--- src/rtl/vga_pkg.sv ---
// rtl/vga_pkg.sv - shared VGA timing defaults, totals and pixel type
package vga_pkg;
    localparam int DEF_H_DISPLAY = 640;
    localparam int DEF_H_FRONT   = 16;
    localparam int DEF_H_SYNC    = 96;
    localparam int DEF_H_BACK    = 48;
    localparam int DEF_V_DISPLAY = 480;
    localparam int DEF_V_FRONT   = 10;
    localparam int DEF_V_SYNC    = 2;
    localparam int DEF_V_BACK    = 33;

    localparam int H_TOTAL = DEF_H_DISPLAY + DEF_H_FRONT + DEF_H_SYNC + DEF_H_BACK;
    localparam int V_TOTAL = DEF_V_DISPLAY + DEF_V_FRONT + DEF_V_SYNC + DEF_V_BACK;

    localparam int CNT_W = 11;

    typedef logic [11:0] rgb12_t;
endpackage

--- src/rtl/vga_delay_line.sv ---
// rtl/vga_delay_line.sv - DEPTH-stage register pipeline with per-bit reset value
module vga_delay_line #(
    parameter int                WIDTH     = 3,
    parameter int                DEPTH     = 2,
    parameter logic [WIDTH-1:0]  RESET_VAL = '0
) (
    input  logic             clk,
    input  logic             rst_n,
    input  logic [WIDTH-1:0] din_i,
    output logic [WIDTH-1:0] dout_o
);
    generate
        if (DEPTH == 0) begin : g_bypass
            assign dout_o = din_i;
        end else begin : g_pipe
            logic [WIDTH-1:0] stage_q [DEPTH];

            always_ff @(posedge clk or negedge rst_n) begin
                if (!rst_n) begin
                    for (int i = 0; i < DEPTH; i++) begin
                        stage_q[i] <= RESET_VAL;
                    end
                end else begin
                    stage_q[0] <= din_i;
                    for (int i = 1; i < DEPTH; i++) begin
                        stage_q[i] <= stage_q[i-1];
                    end
                end
            end

            assign dout_o = stage_q[DEPTH-1];
        end
    endgenerate
endmodule

--- src/rtl/vga_sync_gen.sv ---
// rtl/vga_sync_gen.sv - VGA timing counters, sync generation and pixel-source alignment
module vga_sync_gen
    import vga_pkg::*;
#(
    parameter int H_DISPLAY = DEF_H_DISPLAY,
    parameter int H_FRONT   = DEF_H_FRONT,
    parameter int H_SYNC    = DEF_H_SYNC,
    parameter int H_BACK    = DEF_H_BACK,
    parameter int V_DISPLAY = DEF_V_DISPLAY,
    parameter int V_FRONT   = DEF_V_FRONT,
    parameter int V_SYNC    = DEF_V_SYNC,
    parameter int V_BACK    = DEF_V_BACK,
    parameter int SRC_DLY   = 2
) (
    input  logic        clk,
    input  logic        rst_n,
    output logic [10:0] x,
    output logic [10:0] y,
    input  logic [11:0] src_rgb,
    output logic        hsync,
    output logic        vsync,
    output logic        video_on,
    output logic [11:0] rgb,
    output logic        frame_start,
    output logic [15:0] frame_cnt
);
    localparam int H_TOT = H_DISPLAY + H_FRONT + H_SYNC + H_BACK;
    localparam int V_TOT = V_DISPLAY + V_FRONT + V_SYNC + V_BACK;

    localparam logic [CNT_W-1:0] H_LAST   = CNT_W'(H_TOT - 1);
    localparam logic [CNT_W-1:0] V_LAST   = CNT_W'(V_TOT - 1);
    localparam logic [CNT_W-1:0] H_VIS    = CNT_W'(H_DISPLAY);
    localparam logic [CNT_W-1:0] V_VIS    = CNT_W'(V_DISPLAY);
    localparam logic [CNT_W-1:0] HS_FIRST = CNT_W'(H_DISPLAY + H_FRONT);
    localparam logic [CNT_W-1:0] HS_LAST  = CNT_W'(H_DISPLAY + H_FRONT + H_SYNC - 1);
    localparam logic [CNT_W-1:0] VS_FIRST = CNT_W'(V_DISPLAY + V_FRONT);
    localparam logic [CNT_W-1:0] VS_LAST  = CNT_W'(V_DISPLAY + V_FRONT + V_SYNC - 1);

    logic [CNT_W-1:0] hcount_q, hcount_d;
    logic [CNT_W-1:0] vcount_q, vcount_d;
    logic             frame_start_q, frame_start_d;
    logic [15:0]      frame_cnt_q, frame_cnt_d;
    logic             h_wrap, v_wrap;
    logic             raw_hs, raw_vs, raw_von;
    logic [2:0]       dly_out;
    logic             hsync_q, vsync_q, video_on_q;
    rgb12_t           rgb_q, rgb_d;

    always_comb begin
        h_wrap        = (hcount_q == H_LAST);
        v_wrap        = (vcount_q == V_LAST);
        hcount_d      = h_wrap ? '0 : hcount_q + 1'b1;
        vcount_d      = vcount_q;
        if (h_wrap) begin
            vcount_d = v_wrap ? '0 : vcount_q + 1'b1;
        end
        // Registered so the pulse coincides with the counters sitting at (0,0).
        frame_start_d = h_wrap && v_wrap;
        frame_cnt_d   = frame_cnt_q + {15'd0, frame_start_d};
    end

    always_ff @(posedge clk or negedge rst_n) begin
        if (!rst_n) begin
            hcount_q      <= '0;
            vcount_q      <= '0;
            frame_start_q <= 1'b0;
            frame_cnt_q   <= '0;
        end else begin
            hcount_q      <= hcount_d;
            vcount_q      <= vcount_d;
            frame_start_q <= frame_start_d;
            frame_cnt_q   <= frame_cnt_d;
        end
    end

    always_comb begin
        raw_hs  = !((hcount_q >= HS_FIRST) && (hcount_q <= HS_LAST));
        raw_vs  = !((vcount_q >= VS_FIRST) && (vcount_q <= VS_LAST));
        raw_von = (hcount_q < H_VIS) && (vcount_q < V_VIS);
    end

    // Delay matches the pixel source's latency so timing lines up with src_rgb.
    vga_delay_line #(
        .WIDTH     (3),
        .DEPTH     (SRC_DLY),
        .RESET_VAL (3'b110)
    ) u_dly (
        .clk    (clk),
        .rst_n  (rst_n),
        .din_i  ({raw_hs, raw_vs, raw_von}),
        .dout_o (dly_out)
    );

    assign rgb_d = dly_out[0] ? src_rgb : 12'h000;

    always_ff @(posedge clk or negedge rst_n) begin
        if (!rst_n) begin
            hsync_q    <= 1'b1;
            vsync_q    <= 1'b1;
            video_on_q <= 1'b0;
            rgb_q      <= 12'h000;
        end else begin
            hsync_q    <= dly_out[2];
            vsync_q    <= dly_out[1];
            video_on_q <= dly_out[0];
            rgb_q      <= rgb_d;
        end
    end

    assign x           = hcount_q;
    assign y           = vcount_q;
    assign hsync       = hsync_q;
    assign vsync       = vsync_q;
    assign video_on    = video_on_q;
    assign rgb         = rgb_q;
    assign frame_start = frame_start_q;
    assign frame_cnt   = frame_cnt_q;
endmodule

--- config.mk ---
export PLATFORM = sky130hd
export DESIGN_NAME = vga_sync_gen
export DESIGN_NICKNAME = d
export VERILOG_FILES = /design/src/rtl/vga_pkg.sv /design/src/rtl/vga_delay_line.sv /design/src/rtl/vga_sync_gen.sv
export SDC_FILE = /design/constraint.sdc
export NUM_CORES = 1
export LEC_CHECK = 0
export BUFFER_PORTS_ARGS = -buffer_cell sky130_fd_sc_hd__buf_2
export CAP_MARGIN = 20
export CELL_PAD_IN_SITES_DETAIL_PLACEMENT = 0
export CELL_PAD_IN_SITES_GLOBAL_PLACEMENT = 1
export CORE_AREA = 4 4 96 116
export CTS_CLUSTER_SIZE = 8
export DETAILED_ROUTE_END_ITERATION = 8
export DIE_AREA = 0 0 100 120
export MAX_ROUTING_LAYER = met4
export PLACE_DENSITY = 0.61
export SLEW_MARGIN = 15
export SYNTH_ARGS = -nofsm -noshare
export SYNTH_HDL_FRONTEND = slang
export SYNTH_SLANG_ARGS = --single-unit
export TNS_END_PERCENT = 1
--- constraint.sdc ---
create_clock -name clk -period 2.7 [get_ports clk]
set_clock_uncertainty 0.15 [all_clocks]
set_input_delay 0.135 -clock clk [delete_from_list [all_inputs] [get_ports clk]]
set_output_delay 0.135 -clock clk [all_outputs]
set_load 0.01 [all_outputs]
======== Word-level counts from Yosys, hierarchy flattened ========
Index checks and enable logic that the tools add are counted.
operators by class
  $add $sub $neg .......................... 3
  magnitude comparators ................... 6
  eq/ne operators ......................... 2
  muxes and demuxes ....................... 3
  reduce and logical (&&, ||, !) cells .... 6
operators with widths
  kind                                                              count
  adder 11 x 1 -> 11 bit, second input constant                     2
  == test 11 x 10 -> 1 bit, second input constant                   2
  2-to-1 mux 11 bit                                                 2
  adder 16 x 1 -> 16 bit                                            1
  2-to-1 mux 12 bit                                                 1
  >= comparator 11 x 10 -> 1 bit, second input constant             1
  >= comparator 11 x 9 -> 1 bit, second input constant              1
  less-or-equal comparator 11 x 10 -> 1 bit, second input constant  1
  less-or-equal comparator 11 x 9 -> 1 bit, second input constant   1
  < comparator 11 x 10 -> 1 bit, second input constant              1
  < comparator 11 x 9 -> 1 bit, second input constant               1
  logical AND 1 bit                                                 4
  zero test 1 bit                                                   2
word-level totals
  bits in registers ....................... 60
  input port bits ......................... 14
  output and inout port bits .............. 54
  logic and storage cells ................. 30

======== Longest topological paths before layout ========
Gate-level depths: netlist of run 1.
  depth in word-level cells ............... 3
  depth in mapped cells ................... 11
  depth with buffers taken out ............ 11

======== Cells and area by module ========
Synthesis of run 1 repeated with hierarchy kept, for this count alone.
second synthesis, totals
  cells, all modules ...................... 217
  area total of the unflattened synthesis .. 2555.0 µm²
modules (own cells, without submodules)
  module          instances  cells an instance  area each (µm²)  seq. area each (µm²)
  vga_sync_gen    1          208                2377.3           1353.8
  vga_delay_line  1          9                  177.7            155.1

======== Least setup slack after synthesis of run 1 ========
OpenSTA, ideal clock, no wires.
  path kind ............................... flip-flop to flip-flop
  start point ............................. register vcount_q[0], in the netlist y[0]
  end point ............................... register frame_cnt_q[14], in the netlist frame_cnt[14]
  library setup time ...................... 0.079 ns
  arrival time ............................ 2.382 ns
  required time ........................... 2.471 ns
  setup slack ............................. 0.089 ns
  stages on the path, launching flop included .. 12
  buffers on the path ..................... 0
  period minus slack after synthesis ...... 2.611 ns
  path through ............................ dfrtp_1 inv_1 ha_1 nor4bb_1 nand4_1 nor3_1 ha_1 ha_1 and4_1 nand2_1 nor2_1 xor2_1
between the ends
  longest elaborated chain between the ends .. 3
RTL lines
  item                       line                RTL
  start: declaration         vga_sync_gen.sv:40  logic [CNT_W-1:0] vcount_q, vcount_d;
  start signal: assignment   vga_sync_gen.sv:70  vcount_q <= vcount_d;
  == test 11 x 10 -> 1 bit   vga_sync_gen.sv:51  v_wrap = (vcount_q == V_LAST);
  logical AND 1 bit          vga_sync_gen.sv:58  frame_start_d = h_wrap && v_wrap;
  named net frame_start_d    vga_sync_gen.sv:41  logic frame_start_q, frame_start_d;
  adder 16 x 1 -> 16 bit     vga_sync_gen.sv:59  frame_cnt_d = frame_cnt_q + {15'd0, frame_start_d};
  named net frame_cnt_d[14]  vga_sync_gen.sv:42  logic [15:0] frame_cnt_q, frame_cnt_d;
  end signal: assignment     vga_sync_gen.sv:72  frame_cnt_q <= frame_cnt_d;
  end: declaration           vga_sync_gen.sv:42
The timed path passes the listed nets, and every way through them passes these cells.
A chain may end at the register's enable or synchronous reset.

======== Final worst setup path of run 1 ========
  start point ............................. register vcount_q[5], in the netlist y[5]
  end point ............................... register frame_cnt_q[14], in the netlist frame_cnt[14]
Same word-level chain as after synthesis.

==> results of run 1 <==
## synth_stat cells (5+ instances only)
cell,count,area (µm²)
nor4_1,6,37.5
dfstp_2,6,158
nand4_1,10,62.6
and4_1,5,43.8
xnor2_1,13,114
nand3_1,14,70.1
ha_1,7,87.6
and2_1,13,81.3
nand2_1,12,45.0
inv_1,9,33.8
o21ai_0,10,50.1
dfrtp_1,54,1350
nor2_1,10,37.5
nor3_1,5,25.0
xor2_1,14,123
## metal layers
| layer | track usage, % | vias to the layer above | share of wire [%] |
|---|---|---|---|
| met3 | 3.02 | 6 | 5.2 |
| met5 | - | - | 0 |
| met4 | 4.80 | 0 | 1.2 |
| li1 | - | 964 | - |
| met1 | 13.8 | 968 | 44 |
| met2 | 17.5 | 52 | 50 |
## worst max-delay path, stage by stage, from the launching register on
cell and delay [ps]:
dfrtp_1 390, nor4_2 310, buf_4 160, nand4_1 130
nor3_2 250, ha_2 230, ha_1 160, and4_4 250
nand2_1 80, nor2_1 120, xor2_1 150
## cell usage in the layout (no fill, tap or decap), types with 3 or more instances in the layout
cell           Yosys  final
a21oi_1            3      3
and2_1            13     13
and3_1             4      3
and4_1             5      4
buf_2              4     67
buf_4              1     18
clkbuf_1           3      3
clkbuf_16          0      9
clkbuf_8           0      3
dfrtp_1           54     54
dfstp_2            6      6
dlygate4sd3_1      0     13
ha_1               7      6
inv_1              9      7
nand2_1           12     12
nand3_1           14     14
nand4_1           10     10
nor2_1            10     10
nor3_1             5      3
nor4_1             6      5
o21ai_0           10     10
xnor2_1           13     13
xor2_1            14     14
## final timing paths
check	from	endpoint	slack, ps	cells after the start
min	rst_n	rgb[3]	140	2
max reg2reg	y[5]	frame_cnt[14]	230	10
max	y[5]	frame_cnt[14]	230	10
max in group asynchronous	rst_n	u_dly.g_pipe.stage_q[5]	1540	3
min reg2reg	u_dly.dout_o[2]	hsync	200	0
min in group clk	u_dly.dout_o[2]	hsync	200	0
## cell type report
cell class | count | area, µm²
well taps | 126 | 158
inverters | 9 | 33.8
multi-input cells | 143 | 996
repair buffers | 98 | 601
flip-flops and latches | 60 | 1510
clock buffers | 15 | 278
fillers | 1018 | 6380
clock inverters | 1 | 5.00
## flip-flops by register name (all words and copies together), names as in the netlist
signal	count
rgb	12
u_dly.dout_o	3
video_on	1
u_dly.g_pipe.stage_q	3
vsync	1
hsync	1
y	11
frame_start	1
frame_cnt	16
x	11
## power by group through the flow
| stage | sequential, µW | clock, µW | combinational [µW] |
|---|---|---|---|
| after floorplan | 933 | 0 | 6.06 |
| after global placement | 926 | 0 | 50.6 |
| after detailed placement | 927 | 0 | 51.1 |
| after CTS | 912 | 1090 | 66.1 |
| after global routing | 912 | 1130 | 71.7 |
| final | 912 | 1060 | 63.0 |
## through the flow
step,power (µW),setup WS [ps],instances
final,2030,226,452
after global routing,2110,15.4,452
after CTS,2070,27.6,451
after detailed placement,978,-22.1,422
after global placement,977,69.6,422
after floorplan,939,88.5,220
## kinds of logic after synthesis
family          share of synthesized area (%)
flops                                    59.5
buf+inv                                  2.86
fa+ha+maj                                3.45
compound gates                           3.80
xor+xnor                                 9.32
simple gates                             21.1
## what timing repair did
item / CTS / global route
hold buffers: 13 / 0
cloned: 0 / 0
gates resized for setup: 1 / 10
setup buffers: 0 / 1
setup endpoints to repair: 1 / 10
pin swaps: 0 / 7
hold endpoints to repair: 28 / 0
==> impl_metrics.tcl, run 1 <==
set metrics [dict create \
    status "completed" \
    synth-main-ff-cell "dfrtp_1" \
    grt_pass1_wl_um 10400 \
    synth_cell_type_count 34 \
    cts_tree "built" \
    worstPathArrival_ps 2560 \
    ant_nets 0 \
    hold_viol 0 \
    drive_above_1_share_pct 35.3 \
    post-route-util_pct 35.9 \
    p_leak_uw 0.00171 \
    period_share_pct 91.6 \
    final_area_um2 3580 \
    cts_buffer_depth 2 \
    required_ps 2790 \
    viasPerCell 4.40 \
    p_sw_uw 399 \
    synth_edf_count 0 \
    fp-row-count 40 \
    grt_max_degree 27 \
    gp_congestion 0.737 \
    dieArea_um2 12000 \
    dp_hpwl_um 4530 \
    criticalPathCategory "reg -> reg" \
    clkLatencyLatePin_ps 320 \
    synth-seq-cells 60 \
    wl_um 6180 \
    first_pass_iters 4 \
    tightest_slew_ps 381 \
    vias 1990 \
    swShare_pct 19.6 \
    wl_per_cell_um 13.7 \
    rsz0062_at_grt "no" \
    drc 0 \
    synth_cells 220 \
    finalSetupViolCount 0 \
    design.core.area_um2 9960 \
    grt_usage_pct 11.3 \
    numCtsBuffers 9 \
    hp-class "in -> async" \
    pwr-share-clk_pct 52.1 \
    syn2layout_area_growth_pct 41.1 \
    fmax_mhz 404 \
    cts_root_buf "clkbuf_16" \
    ys_async_sr_fraction_pct 100 \
    pin_count 68 \
    ys.warnings.count 0 \
    fin_crit_ps 2470 \
    detailed_place.area_um2 3120 \
    ir_worst_vdd_mv 0.271 \
    layout.nets 342 \
    die_w_um 100 \
    startpoint_type "register" \
    drv_slew 0 \
    pwr-share-seq_pct 44.8 \
    antennaDiodeCount 0 \
    htreeDepth 3 \
    port_buffers 67 \
    slew_headroom_pct 74.3 \
    overflow 0 \
    die_y_um 120 \
    grt_pass1_vias 1995 \
    initial_core_util_pct 25.5 \
    syn_nets 241 \
    yosysSeqAreaShare_pct 59.5 \
    max_cap_violations 0 \
    power.internal_uw 1640 \
    cp_max_fo 4 \
    pwr-share-comb_pct 3.1 \
    powerDensity_nw_per_um2 568 \
    clock-sinks 60 \
    holdWs_ps 135 \
    path_clk_slew_ps 50 \
    timing.setup.tns_ps 0 \
    syn_area_um2 2540 \
    avgSynthCellArea_um2 11.5 \
    crit_path_end_kind "register" \
    dr.first_iter.drc_count 26 \
    antenna_found_initial 0 \
]
(Power assumes the default switching activity.)
==> run 2, diff against run 1 <==
- BUFFER_PORTS_ARGS: -buffer_cell sky130_fd_sc_hd__buf_2 -> not set
- CELL_PAD_IN_SITES_GLOBAL_PLACEMENT: 1 -> 2
- DONT_BUFFER_PORTS: not set -> 1
==> impl_metrics.tcl, run 2 (synthesized netlist as in run 1, its figures left out) <==
set metrics [dict create \
    post-route-util_pct 33.1 \
    crit_start "y[0]" \
    reg2reg_from "y[0]" \
    p_sw_uw 410 \
    die_y_um 120 \
    crit_path_end_kind "register" \
    detailed_place.area_um2 2820 \
    grt_pass1_wl_um 10000 \
    hp-class "in -> async" \
    swShare_pct 20.7 \
    final_common_cell "dfrtp_1" \
    design.core.area_um2 9960 \
    die_w_um 100 \
    pwr-share-comb_pct 2.2 \
    clkLatencyLatePin_ps 320 \
    path_clk_slew_ps 50 \
    grt_max_degree 61 \
    slew_headroom_pct 70.5 \
    drc 0 \
    drive_above_1_share_pct 19.6 \
    finalSetupViolCount 0 \
    port_buffers 0 \
    max_cap_violations 0 \
    fin_crit_ps 2510 \
    vias 1810 \
    worstPathArrival_ps 2610 \
    criticalPathCategory "reg -> reg" \
    reg2reg_depth 11 \
    cts_buffer_depth 2 \
    cts_tree "built" \
    clock-sinks 60 \
    antennaDiodeCount 0 \
    nFillCells 987 \
    fin_ws_ps 188 \
    largest_register_ffs 16 \
    reg2reg_to "frame_cnt[14]" \
    pre_cts_slack_ps -39.9 \
    mostFrequentLayoutCells "dfrtp_1, buf_4, nand3_1, xor2_1" \
    r2r_setup_slack_ps 190 \
    pwr-share-seq_pct 46.4 \
    overflow 0 \
    pin_count 68 \
    fp-row-count 40 \
    p_leak_uw 0.00144 \
    wl_um 6320 \
    cp_max_fo 4 \
    status "completed" \
    layout.nets 281 \
    ant_nets 0 \
    ir_worst_vdd_mv 0.197 \
    first_pass_iters 4 \
    dieArea_um2 12000 \
    tightest_slew_ps 437 \
    timing.setup.tns_ps 0 \
    initial_core_util_pct 25.5 \
    wl_per_cell_um 16.2 \
    pwr-share-clk_pct 51.4 \
    viasPerCell 4.63 \
    dp_hpwl_um 4360 \
    cts_root_buf "clkbuf_16" \
    dr.first_iter.drc_count 67 \
    gp_congestion 0.763 \
    htreeDepth 3 \
    final_area_um2 3290 \
    grt_usage_pct 11.3 \
    drv_slew 0 \
    grt_pass1_vias 1945 \
    powerDensity_nw_per_um2 602 \
    syn2layout_area_growth_pct 29.8 \
    dp.cells 360 \
    startpoint_type "register" \
    required_ps 2800 \
    hold_viol 0 \
    power.internal_uw 1570 \
    stdcell_count 391 \
    antenna_found_initial 0 \
    fmax_mhz 398 \
    period_share_pct 93.0 \
    numCtsBuffers 9 \
]
run 2: cell count changes in the layout (fill, tap and decap cells not counted), sizes merged:
cell / previous run / this run
clkinv: 1 / 3
clkbuf: 15 / 13
buf: 85 / 24
run 2: per-layer routing:
layer / vias to the layer above / routed length [µm] / track usage [%]
li1: 849 / - / -
met1: 885 / 2390 / 11.0
met2: 60 / 3180 / 18.7
met3: 16 / 542 / 4.01
met4: 0 / 208 / 7.67
met5: - / 0 / -
run 2: what timing repair did:
item	4_1_cts	5_1_grt
hold buffers	14	0
gates resized for setup	1	9
pin swaps	0	4
buffers inserted	0	1
setup endpoints to repair	1	10
endpoints found under the hold margin	72	0
run 2: worst max path at each step:
stage	end	slack [ps]	depth (start not counted)
after floorplan	frame_cnt[14]	90	11
after global placement	frame_cnt[14]	60	10
after detailed placement	frame_cnt[14]	-40	11
after CTS	frame_cnt[14]	30	11
after global routing	frame_cnt[14]	-60	11
final	frame_cnt[14]	190	11
run 2: stage by stage:
step,total power [µW],hold WS [ps]
global placement,941,-309
finish,1980,198
floorplan,939,-311
detailed placement,941,-309
global route,2060,207
CTS,2020,191
run 2: area by class of cell:
class,instances,area (µm²),share of cell area [%]
sequential,60,1510,45.8
multi-input combinational,143,997,30.3
timing repair buffer,37,330,10.0
clock buffer,13,250,7.60
tap,126,158,4.79
inverter,9,33.8,1.03
clock inverter,3,15.0,0.456
run 2: critical path, stage by stage (launching register included):
cell and delay (ps):
dfrtp_1 370, inv_1 100, ha_1 170, nor4bb_4 220, nand4_1 170, nor3_2 250
ha_2 240, ha_1 170, and4_4 250, nand2_1 90, nor2_2 130, xor2_1 140
run 2: power groups by stage:
stage,sequential [µW],combinational (µW),clock [µW]
2_1_floorplan,933,6.06,0
3_3_place_gp,934,6.75,0
3_5_place_dp,934,6.87,0
4_1_cts,919,45.4,1050
5_1_grt,919,49.7,1090
6_report,919,43.4,1020
